File: src/rtl/flow_control_loop_pipe_sequential_init_if.sv
// Handshake and ROM-port bundle between the parent, the II=1 loop pipeline and the loop adapter.
interface flow_control_loop_pipe_sequential_init_if #(
  parameter int DATA_WIDTH    = 18,
  parameter int ADDRESS_WIDTH = 3
);
  logic                     ap_start;
  logic                     ap_ready;
  logic                     ap_done;
  logic                     ap_start_int;
  logic                     ap_loop_init;
  logic                     ap_ready_int;
  logic                     ap_loop_exit_ready;
  logic                     ap_loop_exit_done;
  logic                     ap_continue_int;
  logic                     ap_done_int;
  logic [ADDRESS_WIDTH-1:0] rom_address0;
  logic                     rom_ce0;
  logic [DATA_WIDTH-1:0]    rom_q0;

  // master: parent + pipeline side driving the adapter
  modport master (
    output ap_start, ap_ready_int, ap_loop_exit_ready, ap_loop_exit_done, ap_done_int,
           rom_address0, rom_ce0,
    input  ap_ready, ap_done, ap_start_int, ap_loop_init, ap_continue_int, rom_q0
  );

  modport slave (
    input  ap_start, ap_ready_int, ap_loop_exit_ready, ap_loop_exit_done, ap_done_int,
           rom_address0, rom_ce0,
    output ap_ready, ap_done, ap_start_int, ap_loop_init, ap_continue_int, rom_q0
  );
endinterface

File: src/rtl/flow_control_loop_pipe_sequential_init.sv
// Loop handshake adapter for an II=1 pipelined loop plus its constant ROM (word i = i, out-of-range reads 0).
// Define FLOW_CTRL_ROM_OUTREG_EN to add a ROM output register (read latency 2 instead of 1).
module flow_control_loop_pipe_sequential_init #(
  parameter int DATA_WIDTH    = 18,
  parameter int ADDRESS_RANGE = 6,
  parameter int ADDRESS_WIDTH = 3,
  parameter     INIT_FILE     = ""
) (
  input logic ap_clk,
  input logic ap_rst_n,
  flow_control_loop_pipe_sequential_init_if.slave bus
);

  logic                  loop_init_r;
  logic                  done_cache_r;
  logic [DATA_WIDTH-1:0] rom_q_r;
  logic                  unused_done_int;

  function automatic logic [DATA_WIDTH-1:0] rom_word(input logic [ADDRESS_WIDTH-1:0] a);
    if (int'(a) < ADDRESS_RANGE) rom_word = DATA_WIDTH'(a);
    else                         rom_word = '0;
  endfunction

  assign bus.ap_start_int    = bus.ap_start;
  assign bus.ap_continue_int = 1'b1;
  assign bus.ap_ready        = bus.ap_loop_exit_ready;
  assign bus.ap_loop_init    = loop_init_r & bus.ap_start;
  assign bus.ap_done         = bus.ap_loop_exit_done | done_cache_r;
  assign bus.rom_q0          = rom_q_r;
  assign unused_done_int     = bus.ap_done_int;

  // exit_done takes priority so a back-to-back run restarts with init set
  always_ff @(posedge ap_clk or negedge ap_rst_n) begin
    if (!ap_rst_n) begin
      loop_init_r  <= 1'b1;
      done_cache_r <= 1'b0;
    end else begin
      if (bus.ap_loop_exit_done) loop_init_r <= 1'b1;
      else if (bus.ap_ready_int) loop_init_r <= 1'b0;

      if (bus.ap_loop_exit_done) done_cache_r <= 1'b1;
      else if (bus.ap_start)     done_cache_r <= 1'b0;
    end
  end

`ifdef FLOW_CTRL_ROM_OUTREG_EN
  logic [DATA_WIDTH-1:0] rom_s1_r;

  // both stages advance only on ce0, so a stalled read holds the whole pipe
  always_ff @(posedge ap_clk or negedge ap_rst_n) begin
    if (!ap_rst_n) begin
      rom_s1_r <= '0;
      rom_q_r  <= '0;
    end else if (bus.rom_ce0) begin
      rom_s1_r <= rom_word(bus.rom_address0);
      rom_q_r  <= rom_s1_r;
    end
  end
`else
  always_ff @(posedge ap_clk or negedge ap_rst_n) begin
    if (!ap_rst_n)        rom_q_r <= '0;
    else if (bus.rom_ce0) rom_q_r <= rom_word(bus.rom_address0);
  end
`endif

endmodule

File: src/flat_wrapper.sv
// flat-port wrapper written by rule: the top's interface ports become plain ports
module flow_control_loop_pipe_sequential_init_flat 
#(
  parameter int DATA_WIDTH    = 18,
  parameter int ADDRESS_RANGE = 6,
  parameter int ADDRESS_WIDTH = 3,
  parameter     INIT_FILE     = ""
)
  (ap_clk, ap_rst_n, bus_ap_start, bus_ap_ready_int, bus_ap_loop_exit_ready, bus_ap_loop_exit_done, bus_ap_done_int, bus_rom_address0, bus_rom_ce0, bus_ap_ready, bus_ap_done, bus_ap_start_int, bus_ap_loop_init, bus_ap_continue_int, bus_rom_q0);
  flow_control_loop_pipe_sequential_init_if #(.DATA_WIDTH(DATA_WIDTH), .ADDRESS_WIDTH(ADDRESS_WIDTH)) bus_i ();
  input logic ap_clk;
  input logic ap_rst_n;
  input wire logic [$bits(bus_i.ap_start)-1:0] bus_ap_start;
  input wire logic [$bits(bus_i.ap_ready_int)-1:0] bus_ap_ready_int;
  input wire logic [$bits(bus_i.ap_loop_exit_ready)-1:0] bus_ap_loop_exit_ready;
  input wire logic [$bits(bus_i.ap_loop_exit_done)-1:0] bus_ap_loop_exit_done;
  input wire logic [$bits(bus_i.ap_done_int)-1:0] bus_ap_done_int;
  input wire logic [$bits(bus_i.rom_address0)-1:0] bus_rom_address0;
  input wire logic [$bits(bus_i.rom_ce0)-1:0] bus_rom_ce0;
  output wire logic [$bits(bus_i.ap_ready)-1:0] bus_ap_ready;
  output wire logic [$bits(bus_i.ap_done)-1:0] bus_ap_done;
  output wire logic [$bits(bus_i.ap_start_int)-1:0] bus_ap_start_int;
  output wire logic [$bits(bus_i.ap_loop_init)-1:0] bus_ap_loop_init;
  output wire logic [$bits(bus_i.ap_continue_int)-1:0] bus_ap_continue_int;
  output wire logic [$bits(bus_i.rom_q0)-1:0] bus_rom_q0;
  assign bus_i.ap_start = bus_ap_start;
  assign bus_i.ap_ready_int = bus_ap_ready_int;
  assign bus_i.ap_loop_exit_ready = bus_ap_loop_exit_ready;
  assign bus_i.ap_loop_exit_done = bus_ap_loop_exit_done;
  assign bus_i.ap_done_int = bus_ap_done_int;
  assign bus_i.rom_address0 = bus_rom_address0;
  assign bus_i.rom_ce0 = bus_rom_ce0;
  assign bus_ap_ready = bus_i.ap_ready;
  assign bus_ap_done = bus_i.ap_done;
  assign bus_ap_start_int = bus_i.ap_start_int;
  assign bus_ap_loop_init = bus_i.ap_loop_init;
  assign bus_ap_continue_int = bus_i.ap_continue_int;
  assign bus_rom_q0 = bus_i.rom_q0;
  flow_control_loop_pipe_sequential_init #(.DATA_WIDTH(DATA_WIDTH), .ADDRESS_RANGE(ADDRESS_RANGE), .ADDRESS_WIDTH(ADDRESS_WIDTH), .INIT_FILE(INIT_FILE)) u_core (.ap_clk(ap_clk), .ap_rst_n(ap_rst_n), .bus(bus_i));
endmodule
File: config.mk
export PLATFORM = sky130hd
export DESIGN_NAME = flow_control_loop_pipe_sequential_init_flat
export DESIGN_NICKNAME = d
export VERILOG_FILES = /design/src/rtl/flow_control_loop_pipe_sequential_init_if.sv /design/src/rtl/flow_control_loop_pipe_sequential_init.sv /design/src/flat_wrapper.sv
export SDC_FILE = /design/constraint.sdc
export NUM_CORES = 1
export LEC_CHECK = 0
export CAP_MARGIN = 20
export CORE_MARGIN = 2
export CORE_UTILIZATION = 25
export DETAILED_ROUTE_END_ITERATION = 6
export PLACE_DENSITY = 0.73
export SYNTH_ARGS = -nofsm -noshare
export SYNTH_HDL_FRONTEND = slang
export SYNTH_SLANG_ARGS = --single-unit
File: constraint.sdc
create_clock -name ap_clk -period 0.8 [get_ports ap_clk]
set_clock_uncertainty 0.05 [all_clocks]
set_input_delay 0.16 -clock ap_clk [delete_from_list [all_inputs] [get_ports ap_clk]]
set_output_delay 0.16 -clock ap_clk [all_outputs]
set_load 0.1 [all_outputs]
* Word level (Yosys, flattened, before mapping)
Cells that the tools add are included.
** Word-level totals
- Output and inout port bits :: 23
- Word-level logic and storage cells :: 13
- Input port bits :: 11
- Flip-flop bits (word level) :: 20
** Operators by class
- Order comparisons :: 1
- Multiplexer cells :: 5
- Reductions and logical operators :: 2
- Bitwise gates (word level) :: 2
** Operators by type and width (number)
- 1-bit two-way mux :: 4
- 2-bit nonzero test :: 2
- 3-bit less-than comparator, second input constant :: 1
- 3-bit two-way mux :: 1
- 1-bit AND :: 1
- 1-bit OR :: 1

* Depth between registers and ports, before layout
- Word-level depth :: 2
- Gate-level depth with buffers :: 2
- Mapped depth without buffers :: 2

* Worst setup path before layout
Ideal clock, no wire load.
- Path type :: reg2out
- Start :: reg u_core.loop_init_r
- End :: out bus_ap_loop_init
- Stages on the path, launching flop included :: 2
- Data arrival time :: 1.250 ns
- Buffers on the path :: 0
- Required time :: 0.590 ns
- Setup slack :: -0.660 ns
- Cell sequence :: dfstp_2 and2_1
** Between the ends
- Cells in the longest elaborated chain, start to end :: 1
** RTL lines
- start, declared :: RTL line flow_control_loop_pipe_sequential_init.sv:14 : logic loop_init_r;
- start signal, assigned :: RTL line flow_control_loop_pipe_sequential_init.sv:35 : loop_init_r <= 1'b1;
- start signal, assigned :: RTL line flow_control_loop_pipe_sequential_init.sv:38 : if (bus.ap_loop_exit_done) loop_init_r <= 1'b1;
- start signal, assigned :: RTL line flow_control_loop_pipe_sequential_init.sv:39 : else if (bus.ap_ready_int) loop_init_r <= 1'b0;
- 1-bit AND :: RTL line flow_control_loop_pipe_sequential_init.sv:27 : assign bus.ap_loop_init = loop_init_r & bus.ap_start;
- end, declared :: RTL line flat_wrapper.sv:23 : output wire logic [$bits(bus_i.ap_loop_init)-1:0] bus_ap_loop_init;
No other way between the ends.

* Worst setup path in the final report
Same ends and word-level chain as after synthesis.

==> impl_metrics.json <==
{
  "run_status": "complete, but fails checks",
  "violations": "negative setup slack",
  "worst_setup_path_end_kind": "output pin",
  "ff2ff_path_depth": 4,
  "post_drt_wl_per_cell_um": 8.92,
  "ios": 34,
  "layout-drive-gt1-share_pct": 47.5,
  "syn_area_per_cell_sq_um": 9.21,
  "layout_setup_ws_ns": -0.469,
  "clkSlewWorstSetupHoldPaths_ns": 0.04,
  "postSynthCellCount": 39,
  "clock.fmax_mhz": 788,
  "port-buffer-count": 14,
  "criticalPathCategory": "flip-flop to output pin",
  "worst_hold_path_type": "primary input to asynchronous set/reset pin",
  "antennaDiodeCount": 0,
  "seq_area_frac_synth_pct": 35.2,
  "synthTopCellsByArea": "buf_4 (38%), dfrtp_1 (28%), dfstp_2 (7.3%), a21o_1 (4.2%), inv_1 (4.2%)",
  "setup-violations-final": 8,
  "grt_overflow_total": 0,
  "vias": 278,
  "slew_violations": 0,
  "row_count": 13,
  "static_leakage_uw": 0.000328,
  "power.density_cell_area_nw_per_um2": 2120,
  "layout_min_cycle_time_ns": 1.27,
  "ys_ff_latch": 5,
  "antenna_nets_post_route": 0,
  "vdd_ir_drop_max_v": 0.000751,
  "hpwlAfterDp_um": 540,
  "count_of_tritonroute_iterations_in_the_first_routing_pass": 1,
  "ys_types": 12,
  "setup_total_negative_slack_ns": -2.13,
  "fp.dieH_um": 41.9,
  "tritoncts": "done",
  "worst_path_largest_cell_delay_ns": 0.52,
  "area_growth_pct": 74.2,
  "cts-root-to-sink-buffers": 2,
  "synthesis.area_sq_um": 359,
  "critPathSlowestCell": "dfstp_2",
  "cts-buffers-inserted": 3,
  "ys_warn_count": 0,
  "final.period_utilization_pct": 159,
  "final_net_count": 73,
  "data_arrival_time_at_the_worst_slack_endpoint_ns": 1.06,
  "drcViolationCount": 0,
  "gp_congestion": 0.734,
  "critical_path.startpoint_type": "flip-flop",
  "clkSinkCount": 5,
  "grt_setup_unrepaired": "true",
  "postRouteWirelength_um": 678,
  "htree_num_levels": 1,
  "crit_required_ns": 0.59,
  "fillerInstances": 130,
  "grt_antenna_before_repair": 0,
  "post-synth-top-area-cell": "buf_4",
  "start_util_pct": 27.3,
  "drt_first_iter_violations": 0,
  "first_global_vias": 280,
  "die_area_sq_um": 1760,
  "clock_latency_ns": 0.23,
  "finish.instance_area_sq_um": 626,
  "grt_start_max_net_pins": 6,
  "report.final.hold_viol_count": 0,
  "maxCapViolCount": 0,
  "grt_usage_pct": 8.44,
  "ordered_cell_list_for_the_critical_path": "and2_4, buf_12",
  "core_region_area_sq_um": 1320,
  "yosysTopAreaCellShare_pct": 37.6,
  "worst-path-max-fanout": 2,
  "grt_pass1_wl_mm": 1.07,
  "postPlaceCellArea_sq_um": 549,
  "cts_root_buf": "clkbuf_4",
  "die_width_um": 41.9,
  "vias_per_instance": 3.66,
  "hold_ws_ns": 0.0975
}
-- cells in the final DEF, fill, tap and decap left out, types with 2 or more instances in the layout --
cell type / Yosys / layout
inv_1: 4 / 2
nand3b_1: 2 / 2
a21o_1: 2 / 2
conb_1: 2 / 16
buf_12: 0 / 6
buf_6: 0 / 5
o21ai_2: 0 / 2
dfrtp_4: 0 / 3
buf_4: 18 / 3
clkdlybuf4s50_1: 0 / 4
dlymetal6s2s_1: 0 / 2
clkbuf_4: 0 / 3
-- cells in the mapped netlist --
| cell | count |
|---|---|
| nand3b_1 | 2 |
| mux2_4 | 1 |
| conb_1 | 2 |
| dfstp_2 | 1 |
| dfrtp_1 | 4 |
| o21ai_0 | 2 |
| or2_2 | 1 |
| a21o_1 | 2 |
| a21boi_1 | 1 |
| and2_1 | 1 |
| inv_1 | 4 |
| buf_4 | 18 |
-- routing by layer --
metal,global-route usage (%),wire length [um],vias up,part of all wire (%)
met2,15.3,361,22,53
met3,4.78,100,0,15
li1,-,-,130,-
met1,7.39,216,126,32
met4,3.87,0,0,0
met5,0,0,-,0
-- timing repair --
action                                  in CTS  in global routing
pin swaps                                    1                  0
setup buffers                                2                  2
endpoints found under the setup margin      10                  8
hold buffers                                 0                  0
gates resized for setup                      8                  8
-- cell families (layout without fill, tap and decap cells) --
| family | count (synthesis) | count (layout) | share of synthesized area [%] |
|---|---|---|---|
| simple gates | 4 | 4 | 7.67 |
| buf+inv | 22 | 30 | 41.8 |
| mux | 1 | 1 | 4.18 |
| flops | 5 | 5 | 35.2 |
| other cells | 2 | 16 | 2.09 |
| compound gates | 5 | 5 | 9.06 |
-- state kept, by name, indices dropped and copies added (netlist names) --
signal	count
u_core.bus.rom_q0	3
u_core.done_cache_r	1
u_core.loop_init_r	1
-- stage by stage --
step / setup slack [ns] / utilization, % / std cells / power, uW
floorplan: -0.277 / - / 53 / 919
global placement: -0.417 / 41.7 / 69 / 1010
detailed placement: -0.420 / 41.7 / 69 / 1010
CTS: -0.481 / 45.2 / 75 / 1320
global route: -0.493 / 47.5 / 76 / 1380
finish: -0.469 / 47.5 / 76 / 1320
-- worst paths after layout --
path                                                    endpoint                        startpoint  slack, ns
max in group asynchronous         u_core.loop_init_r$_DFFE_PN1P_                          ap_rst_n       0.35
worst min-delay path             u_core.done_cache_r$_DFFE_PN0P_                          ap_rst_n        0.1
worst min register to register   u_core.done_cache_r$_DFFE_PN0P_   u_core.done_cache_r$_DFFE_PN0P_       0.43
worst max register to register  u_core.bus.rom_q0[1]$_DFFE_PN0P_  u_core.bus.rom_q0[1]$_DFFE_PN0P_      -0.15
worst max-delay path                            bus_ap_loop_init    u_core.loop_init_r$_DFFE_PN1P_      -0.47
min in group ap_clk             u_core.bus.rom_q0[0]$_DFFE_PN0P_                       bus_rom_ce0       0.22
-- report_power, final --
part / total, uW / internal, uW / switching [uW] / leakage, uW
Sequential: 306 / 286 / 20.1 / 0.0000554
Combinational: 736 / 185 / 551 / 0.000258
Clock: 283 / 188 / 94.6 / 0.0000150
Total: 1320 / 659 / 665 / 0.000328
-- worst max-delay path, delay by kind of cell, from the launching register on --
kind,cells,cell delay [ns]
buffers and inverters,1,0.16
DFF,1,0.52
and+or+nand+nor,1,0.14
-- cell type report --
cell class              instances  area [sq um]  area share [%]
clock buffers                   4          26.3            4.20
well taps                      15          18.8            3.00
flip-flops and latches          5           138            22.0
multi-input cells              26           148            23.6
inverters                       4          17.5            2.80
repair buffers                 22           278            44.4
(Power assumes the default switching activity.)
